--- src/rtl/mx_rx_pkg.sv ---
// Shared types and constants for the Manchester receiver frame sequencer.
//   rx_state_t : frame-level state of mx_rx_ctrl
//   ERR_*      : values reported on err_code_o
package mx_rx_pkg;

    typedef enum logic [1:0] {
        IDLE     = 2'd0,
        PREAMBLE = 2'd1,
        DATA     = 2'd2
    } rx_state_t;

    localparam logic [1:0] ERR_PARTIAL = 2'd0;
    localparam logic [1:0] ERR_PRE_TMO = 2'd1;
    localparam logic [1:0] ERR_SYNC    = 2'd2;
    localparam logic [1:0] ERR_OVF     = 2'd3;

endpackage

--- src/rtl/mx_bit_window.sv ---
// Bit-timing recovery for the data phase of a frame.
// Tracks enb ticks since the last accepted bit hit and classifies each tick:
//   clk_i    : system clock
//   rst_n_i  : asynchronous active-low reset
//   enb_i    : 16x sample enable
//   run_i    : high while the frame is in the data phase; phase is held at 0 otherwise
//   bit_h_i  : bit correlator high flag
//   bit_l_i  : bit correlator low flag
//   hit_o    : accepted bit on this tick (exactly one flag set, inside the window)
//   bit_o    : value of the accepted bit
//   miss_o   : window closed on this tick without an accepted bit
module mx_bit_window #(
    parameter int BIT_OVS = 16,
    parameter int WIN_LO  = 14,
    parameter int WIN_HI  = 18
) (
    input  logic clk_i,
    input  logic rst_n_i,
    input  logic enb_i,
    input  logic run_i,
    input  logic bit_h_i,
    input  logic bit_l_i,
    output logic hit_o,
    output logic bit_o,
    output logic miss_o
);

    localparam int PW = $clog2(2 * BIT_OVS);
    localparam logic [PW-1:0] PH_MAX   = PW'(2 * BIT_OVS - 1);
    localparam logic [PW-1:0] WIN_LO_P = PW'(WIN_LO);
    localparam logic [PW-1:0] WIN_HI_P = PW'(WIN_HI);

    logic [PW-1:0] phase_q, phase_d;
    logic [PW-1:0] ph_now;
    logic          in_win;

    // ph_now counts the current tick, so a hit exactly one bit period after
    // the previous one is seen at ph_now == BIT_OVS.
    always_comb begin
        ph_now = (phase_q == PH_MAX) ? phase_q : phase_q + PW'(1);
        in_win = (ph_now >= WIN_LO_P) && (ph_now <= WIN_HI_P);
        // both flags together are ambiguous and treated as no hit
        hit_o  = enb_i & run_i & in_win & (bit_h_i ^ bit_l_i);
        bit_o  = bit_h_i;
        miss_o = enb_i & run_i & (ph_now > WIN_HI_P);

        phase_d = phase_q;
        if (!run_i) begin
            phase_d = '0;
        end else if (enb_i) begin
            phase_d = hit_o ? '0 : ph_now;
        end
    end

    always_ff @(posedge clk_i or negedge rst_n_i) begin
        if (!rst_n_i) begin
            phase_q <= '0;
        end else begin
            phase_q <= phase_d;
        end
    end

endmodule

--- src/rtl/mx_rx_ctrl.sv ---
// Frame-level sequencer for the Manchester receiver correlator bank.
// Walks preamble -> SFD -> data bits -> EOF, assembles bytes and reports status.
//   clk_i       : system clock
//   rst_n_i     : asynchronous active-low reset
//   enb_16x_i   : 16x bit-rate sample enable; flags are only looked at on these ticks
//   pre_h_i     : preamble correlator flag
//   sfd_h_i     : SFD correlator flag
//   bit_h_i     : bit correlator high flag (data 1)
//   bit_l_i     : bit correlator low flag (data 0)
//   eof_h_i     : EOF (line idle high) correlator flag
//   cardet_o    : frame in progress
//   data_o      : last assembled byte, first received bit in bit 0
//   valid_o     : 1-clk pulse, new byte on data_o
//   done_o      : 1-clk pulse, frame ended cleanly
//   err_o       : 1-clk pulse, frame aborted
//   err_code_o  : reason for the last err_o, held until the next one
//   byte_cnt_o  : bytes delivered in the current/last frame
//
// state    | meaning
// IDLE     | waiting for a preamble hit
// PREAMBLE | preamble seen, waiting for SFD, timeout running
// DATA     | receiving bits until EOF, sync loss or overflow
module mx_rx_ctrl
    import mx_rx_pkg::*;
#(
    parameter int BIT_OVS   = 16,
    parameter int WIN_LO    = 14,
    parameter int WIN_HI    = 18,
    parameter int PRE_TMO   = 64,
    parameter int MAX_BYTES = 255
) (
    input  logic       clk_i,
    input  logic       rst_n_i,
    input  logic       enb_16x_i,
    input  logic       pre_h_i,
    input  logic       sfd_h_i,
    input  logic       bit_h_i,
    input  logic       bit_l_i,
    input  logic       eof_h_i,
    output logic       cardet_o,
    output logic [7:0] data_o,
    output logic       valid_o,
    output logic       done_o,
    output logic       err_o,
    output logic [1:0] err_code_o,
    output logic [7:0] byte_cnt_o
);

    // The preamble timeout is a single tick down-counter covering all PRE_TMO bit periods.
    localparam int TMO_TICKS = PRE_TMO * BIT_OVS;
    localparam int TW        = $clog2(TMO_TICKS + 1);
    localparam logic [TW-1:0] TMO_LOAD = TW'(TMO_TICKS);
    localparam logic [7:0]    MAX_B    = 8'(MAX_BYTES);

    rx_state_t     state_q, state_d;
    logic [TW-1:0] tmo_q, tmo_d;
    logic [7:0]    sh_q, sh_d;
    logic [2:0]    bit_cnt_q, bit_cnt_d;
    logic [7:0]    byte_cnt_q, byte_cnt_d;
    logic [7:0]    data_q, data_d;
    logic [1:0]    err_code_q, err_code_d;
    logic          valid_q, valid_d;
    logic          done_q, done_d;
    logic          err_q, err_d;

    logic       hit, bit_val, miss;
    logic [7:0] byte_nxt;

    mx_bit_window #(
        .BIT_OVS (BIT_OVS),
        .WIN_LO  (WIN_LO),
        .WIN_HI  (WIN_HI)
    ) u_win (
        .clk_i   (clk_i),
        .rst_n_i (rst_n_i),
        .enb_i   (enb_16x_i),
        .run_i   (state_q == DATA),
        .bit_h_i (bit_h_i),
        .bit_l_i (bit_l_i),
        .hit_o   (hit),
        .bit_o   (bit_val),
        .miss_o  (miss)
    );

    always_comb begin
        state_d    = state_q;
        tmo_d      = tmo_q;
        sh_d       = sh_q;
        bit_cnt_d  = bit_cnt_q;
        byte_cnt_d = byte_cnt_q;
        data_d     = data_q;
        err_code_d = err_code_q;
        valid_d    = 1'b0;
        done_d     = 1'b0;
        err_d      = 1'b0;
        byte_nxt   = {bit_val, sh_q[7:1]};

        case (state_q)
            IDLE: begin
                if (enb_16x_i && pre_h_i) begin
                    state_d = PREAMBLE;
                    tmo_d   = TMO_LOAD;
                end
            end
            PREAMBLE: begin
                if (enb_16x_i) begin
                    // SFD takes priority over a timeout on the same tick
                    if (sfd_h_i) begin
                        state_d    = DATA;
                        bit_cnt_d  = '0;
                        byte_cnt_d = '0;
                    end else if (tmo_q == TW'(1)) begin
                        state_d    = IDLE;
                        err_d      = 1'b1;
                        err_code_d = ERR_PRE_TMO;
                    end else begin
                        tmo_d = tmo_q - TW'(1);
                    end
                end
            end
            DATA: begin
                if (hit) begin
                    sh_d      = byte_nxt;
                    bit_cnt_d = bit_cnt_q + 3'd1;
                    if (bit_cnt_q == 3'd7) begin
                        if (byte_cnt_q == MAX_B) begin
                            state_d    = IDLE;
                            err_d      = 1'b1;
                            err_code_d = ERR_OVF;
                        end else begin
                            data_d     = byte_nxt;
                            valid_d    = 1'b1;
                            byte_cnt_d = byte_cnt_q + 8'd1;
                        end
                    end
                end else if (miss) begin
                    state_d = IDLE;
                    if (eof_h_i && bit_cnt_q == 3'd0) begin
                        done_d = 1'b1;
                    end else begin
                        err_d      = 1'b1;
                        err_code_d = eof_h_i ? ERR_PARTIAL : ERR_SYNC;
                    end
                end
            end
            default: state_d = IDLE;
        endcase
    end

    always_ff @(posedge clk_i or negedge rst_n_i) begin
        if (!rst_n_i) begin
            state_q    <= IDLE;
            tmo_q      <= '0;
            sh_q       <= '0;
            bit_cnt_q  <= '0;
            byte_cnt_q <= '0;
            data_q     <= '0;
            err_code_q <= '0;
            valid_q    <= 1'b0;
            done_q     <= 1'b0;
            err_q      <= 1'b0;
        end else begin
            state_q    <= state_d;
            tmo_q      <= tmo_d;
            sh_q       <= sh_d;
            bit_cnt_q  <= bit_cnt_d;
            byte_cnt_q <= byte_cnt_d;
            data_q     <= data_d;
            err_code_q <= err_code_d;
            valid_q    <= valid_d;
            done_q     <= done_d;
            err_q      <= err_d;
        end
    end

    assign cardet_o   = (state_q != IDLE);
    assign data_o     = data_q;
    assign valid_o    = valid_q;
    assign done_o     = done_q;
    assign err_o      = err_q;
    assign err_code_o = err_code_q;
    assign byte_cnt_o = byte_cnt_q;

endmodule
--- config.mk ---
export PLATFORM = sky130hd
export DESIGN_NAME = mx_rx_ctrl
export DESIGN_NICKNAME = d
export VERILOG_FILES = /design/src/rtl/mx_rx_pkg.sv /design/src/rtl/mx_bit_window.sv /design/src/rtl/mx_rx_ctrl.sv
export SDC_FILE = /design/constraint.sdc
export NUM_CORES = 1
export LEC_CHECK = 0
export BUFFER_PORTS_ARGS = -buffer_cell sky130_fd_sc_hd__buf_2
export CORE_MARGIN = 3
export CORE_UTILIZATION = 34
export CTS_CLUSTER_DIAMETER = 120
export DETAILED_ROUTE_END_ITERATION = 6
export GPL_TIMING_DRIVEN = 0
export MAX_ROUTING_LAYER = met4
export PLACE_DENSITY = 0.61
export SYNTH_ARGS = -nofsm -noshare
export SYNTH_HDL_FRONTEND = slang
export SYNTH_HIERARCHICAL = 1
export SYNTH_SLANG_ARGS = --single-unit
--- constraint.sdc ---
create_clock -name clk_i -period 4.1 [get_ports clk_i]
set_clock_uncertainty 0.1 [all_clocks]
set_input_delay 0 -clock clk_i [delete_from_list [all_inputs] [get_ports clk_i]]
set_output_delay 0 -clock clk_i [all_outputs]
set_load 0.05 [all_outputs]
# Word level (Yosys, flattened, before mapping)

Cells that the tools add are included.

Flip-flop bits (word level): 50
Latch bits: 0
Memory bits (writable): 0
ROM bits: 0
Input bits: 8
Output and inout port bits: 22
Logic and storage cells: 115
Memories kept: 0

$add $sub $neg: 4
$mul: 0
Div/mod/pow operators: 0
Order comparisons: 3
Equal/unequal tests: 21
Shift operators: 0
Multiplexer cells: 55
Bitwise gates (word level): 6
Reductions and logical operators: 15

Operators by type and width:

| cell                    | number |
|---|---|
| $mux W11                | 4 |
| $mux W8                 | 5 |
| $mux W2                 | 17 |
| $pmux W11 S2            | 1 |
| $mux W5                 | 4 |
| $ne A2 B2 Y1 const B    | 10 |
| $mux W1                 | 16 |
| $pmux W8 S2             | 1 |
| $ne A3 B3 Y1 const B    | 5 |
| $reduce_and A6 Y1       | 2 |
| $eq A11 B1 Y1 const B   | 1 |
| $sub A11 B1 Y11 const B | 1 |
| $mux W3                 | 3 |
| $add A8 B1 Y8 const B   | 1 |
| $eq A8 B8 Y1 const B    | 1 |
| $reduce_and A4 Y1       | 2 |
| $reduce_and A8 Y1       | 1 |
| $pmux W2 S3             | 1 |
| $pmux W3 S2             | 1 |
| $reduce_bool A2 Y1      | 3 |
| $add A5 B1 Y5 const B   | 1 |
| $eq A5 B5 Y1 const B    | 1 |
| $ge A5 B4 Y1 const B    | 1 |
| $gt A5 B5 Y1 const B    | 1 |
| 15 further kinds        | 20 |

# Longest topological paths before layout

Depth in word-level cells: 9
Gate-level depth with buffers: 12

# By module

The synthesis kept the hierarchy.

Modules (own cells, without submodules):

| module        | instances | cells each | area an instance (um2) | sequential area each (um2) |
|---|---|---|---|---|
| mx_rx_ctrl    | 1         | 223        | 2354.8                 | 1101.1 |
| mx_bit_window | 1         | 55         | 496.7                  | 125.1 |

# Least setup slack after synthesis

Ideal clock, no wire load.

Kind: reg-to-reg
Start: register u_win.phase_q[0]
End: register state_q[0]
Data arrival time: 2.638 ns
Setup slack: 1.234 ns
Cell stages (with the launch flop): 11
Buffers on the path: 1
Period minus slack after synthesis: 2.866 ns
Cells stage by stage: dfrtp_1 -> ha_1 -> and2_2 -> a31oi_1 -> and4bb_4 -> or2_2 -> buf_2 -> mux2i_1 -> a2bb2oi_1 -> o2111ai_1 -> mux2_1

Word-level cells in the longest chain between the ends: 8
Elaborated cells on any way between the ends: 16

RTL lines:

| item                                                                     | RTL line            | source |
|---|---|---|
| start, declared                                                          | mx_bit_window.sv:33 | `logic [PW-1:0] phase_q, phase_d;` |
| start signal, assigned                                                   | mx_bit_window.sv:59 | `phase_q <= phase_d;` |
| $add A5 B1 Y5 / $eq A5 B5 Y1 (equally long branches)                     | mx_bit_window.sv:40 | `ph_now = (phase_q == PH_MAX) ? phase_q : phase_q + PW'(1);` |
| $mux W5 (*)                                                              | mx_bit_window.sv:40 |  |
| $ge A5 B4 Y1 / $le A5 B5 Y1 (equally long branches)                      | mx_bit_window.sv:41 | `in_win = (ph_now >= WIN_LO_P) && (ph_now <= WIN_HI_P);` |
| $logic_and A1 B1 Y1 (*)                                                  | mx_bit_window.sv:41 |  |
| $and A1 B1 Y1 (*) (2 in a row)                                           | mx_bit_window.sv:43 | `hit_o = enb_i & run_i & in_win & (bit_h_i ^ bit_l_i);` |
| named net hit                                                            | mx_rx_ctrl.sv:66    | `logic hit, bit_val, miss;` |
| $ne A3 B3 Y1 (no source line) / $mux W2 (equally long branches)          | --                  |  |
| $reduce_and A6 Y1 (no source line) / $pmux W2 S3 (equally long branches) | --                  |  |
| end signal, assigned                                                     | mx_rx_ctrl.sv:163   | `state_q <= state_d;` |
| end, declared                                                            | mx_rx_ctrl.sv:55    | `rx_state_t state_q, state_d;` |

The timed path passes the listed nets; every way through them passes the cells marked *.
A chain may end at the register's enable or synchronous reset.

# Final worst setup path

Start: register u_win.phase_q[0]
End: register byte_cnt_q[1], in the netlist byte_cnt_o[1]

Word-level cells in the longest chain between the ends: 8
Elaborated cells on any way between the ends: 10

RTL lines:

| item                                                 | RTL line            | source |
|---|---|---|
| $add A5 B1 Y5 / $eq A5 B5 Y1 (equally long branches) | mx_bit_window.sv:40 |  |
| $mux W5 (*)                                          | mx_bit_window.sv:40 |  |
| $ge A5 B4 Y1 / $le A5 B5 Y1 (equally long branches)  | mx_bit_window.sv:41 |  |
| $logic_and A1 B1 Y1 (*)                              | mx_bit_window.sv:41 |  |
| $and A1 B1 Y1 (*) (2 in a row)                       | mx_bit_window.sv:43 |  |
| named net hit                                        | mx_rx_ctrl.sv:66    |  |
| $ne A2 B2 Y1 (no source line) (*)                    | --                  |  |
| $reduce_and A6 Y1 (no source line) (*)               | --                  |  |
| end signal, assigned                                 | mx_rx_ctrl.sv:167   | `byte_cnt_q <= byte_cnt_d;` |
| end, declared                                        | mx_rx_ctrl.sv:59    | `logic [7:0] byte_cnt_q, byte_cnt_d;` |

Marked as above.

==> results by group <==
Placement
  • Port Buf Inserts: 29
  • Gp weighted congestion: 0.789
  • Hpwl dp: 4.39 mm

Routing
  • WL per Instance: 14.3 um
  • Via count: 2227
  • 1st-iter DRT viols: 108
  • Drt first pass iters: 4
  • ANT nets after route: 0
  • Vias/cell: 5.30
  • Detailed-route DRC error count: 0
  • Drt total wl: 6.02 mm

Timing
  • Setup_tns: 0 ns
  • Final setup vio count: 0
  • WHS: 0.0141 ns
  • Worst-Margin Slew: 1.14 ns
  • Fmax: 0.304 GHz
  • Fin. Hold Viols: 0
  • Relative slew slack: 24.2%
  • Slew Limit Fails: 0
  • Tcrit/Tclk final: 80.1%
  • RSZ-0062 raised after global routing: false
  • Tmin final: 3.28 ns

Synthesis
  • Syn Inst Count: 278
  • YS warnings: 6
  • Synth area leader: dfrtp_1
  • Seq/Total Area, Yosys: 43.0%
  • Post-synth EDFFs: 0
  • Synthesized area per cell: 10.3 um^2
  • Syn nets: 298
  • Synthesized flop and latch total: 49
  • Area of the mapped netlist: 2850 um^2
  • Ys async rst share: 100%
  • Main synth FF type: dfrtp_1
  • Yosys cell types: 62
  • Synth top area cells: dfrtp_1 43%, mux2_2 6.7%, ha_1 5.3%, mux2i_1 3.2%, nand2_1 2.8%
  • Area fraction of the dominant cell type after synthesis: 43.0%

Floorplan
  • Die Ht: 97.6 um
  • Core ar.: 7930 um^2
  • Initial core utilization: 36.0%
  • I/O Pins: 30
  • Full die area: 9520 um^2
  • Cell row count: 32
  • Die X-Extent: 97.6 um

Clock network
  • PostCTS Resize Cnt: 0
  • Clk_lat worst skew: 0.30 ns
  • Post-CTS Setup Inserts: 0
  • H-tree depth: 2
  • Maximum buffer depth of the clock tree: 2
  • Num Clock Sinks: 49
  • Root Driver: clkbuf_8
  • Clock input transition at the sequential cells of the worst setup and hold paths: 0.09 ns
  • TritonCTS clock tree: yes
  • Num CTS Buffers: 5

Global routing
  • Vias in the first global route: 2134
  • Largest net degree at the start of global routing: 50
  • Global Route Usage Sum: 13.5%
  • Initial antenna violation count: 0
  • First-pass GRT wire length: 10.5 mm
  • Grt ovf: 0

Critical path
  • CP max stage cell: dfrtp_1
  • Setup crit start kind: flop
  • Slowest stage delay, CP: 0.46 ns
  • Arr. time, crit path: 3.41 ns
  • Setup CP Type: reg -> reg
  • Critical-path cell list: ha_1, nand4_4, mux2i_1, o2111a_1, or2_2, buf_2, mux2i_1, or2_1, clkbuf_1, a21oi_1, o22ai_1
  • Buf/Inv on CP: 2
  • Crit path max fanout: 10
  • Family with the most delay on the worst path: simple AND/OR/NAND/NOR gates
  • CP Data Required Time: 4.22 ns
  • CP endpoint kind: flop
  • CP dominant cell by count: mux2i_1

Cells and area
  • Fin nets: 337
  • Layout cells sized above 1: 24.8%
  • Diode count: 0
  • Area grow syn2layout: 13.9%
  • Filler Cell Count: 810
  • Core Util, Final: 41.0%

Power and ir drop
  • P_leak: 1.54 nW
  • Post-route total power: 0.00164 W
  • PwrDens: 504 nW/um^2
  • Maximum VDD drop: 0.244 mV

Flow run
  • Max cap viols: 0

Status
  • Status: finished, final reports clean

Hold path
  • Hold Path Class: in -> reg
[worst reg2reg max path, delay by kind of cell, from the launching register on]
kind,cells,cell delay (ns)
buf+inv,2,0.57
compound gates,3,0.57
simple gates,3,0.71
flops,1,0.46
mux,2,0.43
fa+ha+maj,1,0.35
[state kept, by name, summed over array words and instances (netlist names)]
signal / flops
sh_q: 7
valid_o: 1
state_q: 2
err_code_o: 2
byte_cnt_o: 8
done_o: 1
bit_cnt_q: 3
data_o: 8
tmo_q: 11
err_o: 1
u_win/phase_q: 5
[Yosys cell counts, types with 2 or more instances]
cell type	instances
buf_4	2
or4_1	7
nor2b_1	3
or3_1	3
xnor2_1	3
o21a_1	2
nand2b_1	2
nor2_1	13
a41oi_1	2
o211ai_1	3
nand2_1	21
nor4_1	6
ha_1	12
or2_2	6
a22o_1	2
a21boi_0	2
dfrtp_1	49
nor3_1	5
nand4_1	4
inv_1	16
a31o_2	2
o31ai_1	7
nand3b_1	2
o21ai_0	15
buf_2	2
a31oi_1	2
mux2i_1	9
a21oi_1	9
nand3_1	10
and3_1	6
mux2_2	17
a211o_1	2
clkbuf_1	2
nor3b_1	2
[power by group]
part / internal, W / switching, W / leakage [nW]
logic: 0.000251 / 0.000444 / 0.827
clock network: 0.000123 / 0.000172 / 0.0447
registers: 0.000562 / 0.0000839 / 0.664
total: 0.000937 / 0.000700 / 1.54
[cell usage in the layout (no fill, tap or decap), types with 3 or more instances in the layout]
cell type / count
buf_2: 31
or4_1: 7
or3_1: 3
nor3_1: 5
dfrtp_1: 49
mux2_2: 17
nand3_1: 10
ha_1: 12
o21ai_0: 15
nand2_1: 21
xnor2_1: 3
o31ai_1: 7
and3_1: 6
nand4_1: 4
nor2b_1: 3
clkbuf_8: 5
a21oi_1: 9
or2_2: 6
nor4_1: 6
nor2_1: 13
mux2i_1: 9
dlygate4sd3_1: 3
inv_1: 16
o211ai_1: 3
[metrics by stage]
| stage | area, um^2 | setup WS (ns) | cells |
|---|---|---|---|
| after global placement | 3120 | 0.828 | 409 |
| after CTS | 3240 | 0.796 | 419 |
| final | 3250 | 0.815 | 420 |
| after detailed placement | 3120 | 0.812 | 409 |
| after floorplan | 2850 | 1.23 | 278 |
| after global routing | 3250 | 0.505 | 420 |
[kinds of logic (layout without fill, tap and decap cells)]
group / count (synthesis) / count (layout) / synth area share, %
flops: 49 / 49 / 43.0
mux: 27 / 27 / 10.3
compound gates: 61 / 61 / 15.7
xor+xnor: 3 / 3 / 0.922
fa+ha+maj: 12 / 12 / 5.27
buf+inv: 24 / 64 / 3.77
simple gates: 102 / 102 / 21.1
[metal layers]
metal,vias up,share of wire [%],GRT usage [%]
met5,-,0,-
met3,2,2.6,2.73
li1,1112,-,-
met4,0,0.13,2.34
met1,1085,50,18.8
met2,28,48,20.6
[repair_timing]
item	in CTS	in global routing
hold buffers	2	1
endpoints found under the hold margin	51	1
setup endpoints to repair	0	0
[cell type report]
type,instances,area [um^2],area share (%)
clock inverters,3,25.0,0.770
plain buffers,8,47.5,1.46
repair buffers,32,175,5.39
clock buffers,5,68.8,2.12
multi-input cells,205,1520,46.7
well taps,102,128,3.93
flip-flops and latches,49,1230,37.8
inverters,16,60.1,1.85
[path summary, 6_finish.rpt]
kind | depth (start not counted) | from | to | slack (ns)
setup / recovery | 11 | u_win/phase_q[0] | byte_cnt_o[1] | 0.82
hold / removal | 4 | bit_l_i | u_win/phase_q[4] | 0.01
setup reg to reg | 11 | u_win/phase_q[0] | byte_cnt_o[1] | 0.82
min in group asynchronous | 2 | rst_n_i | tmo_q[10] | 0.37
max in group asynchronous | 2 | rst_n_i | byte_cnt_o[6] | 2.84
hold reg to reg | 1 | data_o[1] | data_o[1] | 0.41
No activity file was read; power rests on OpenSTA's default activity.
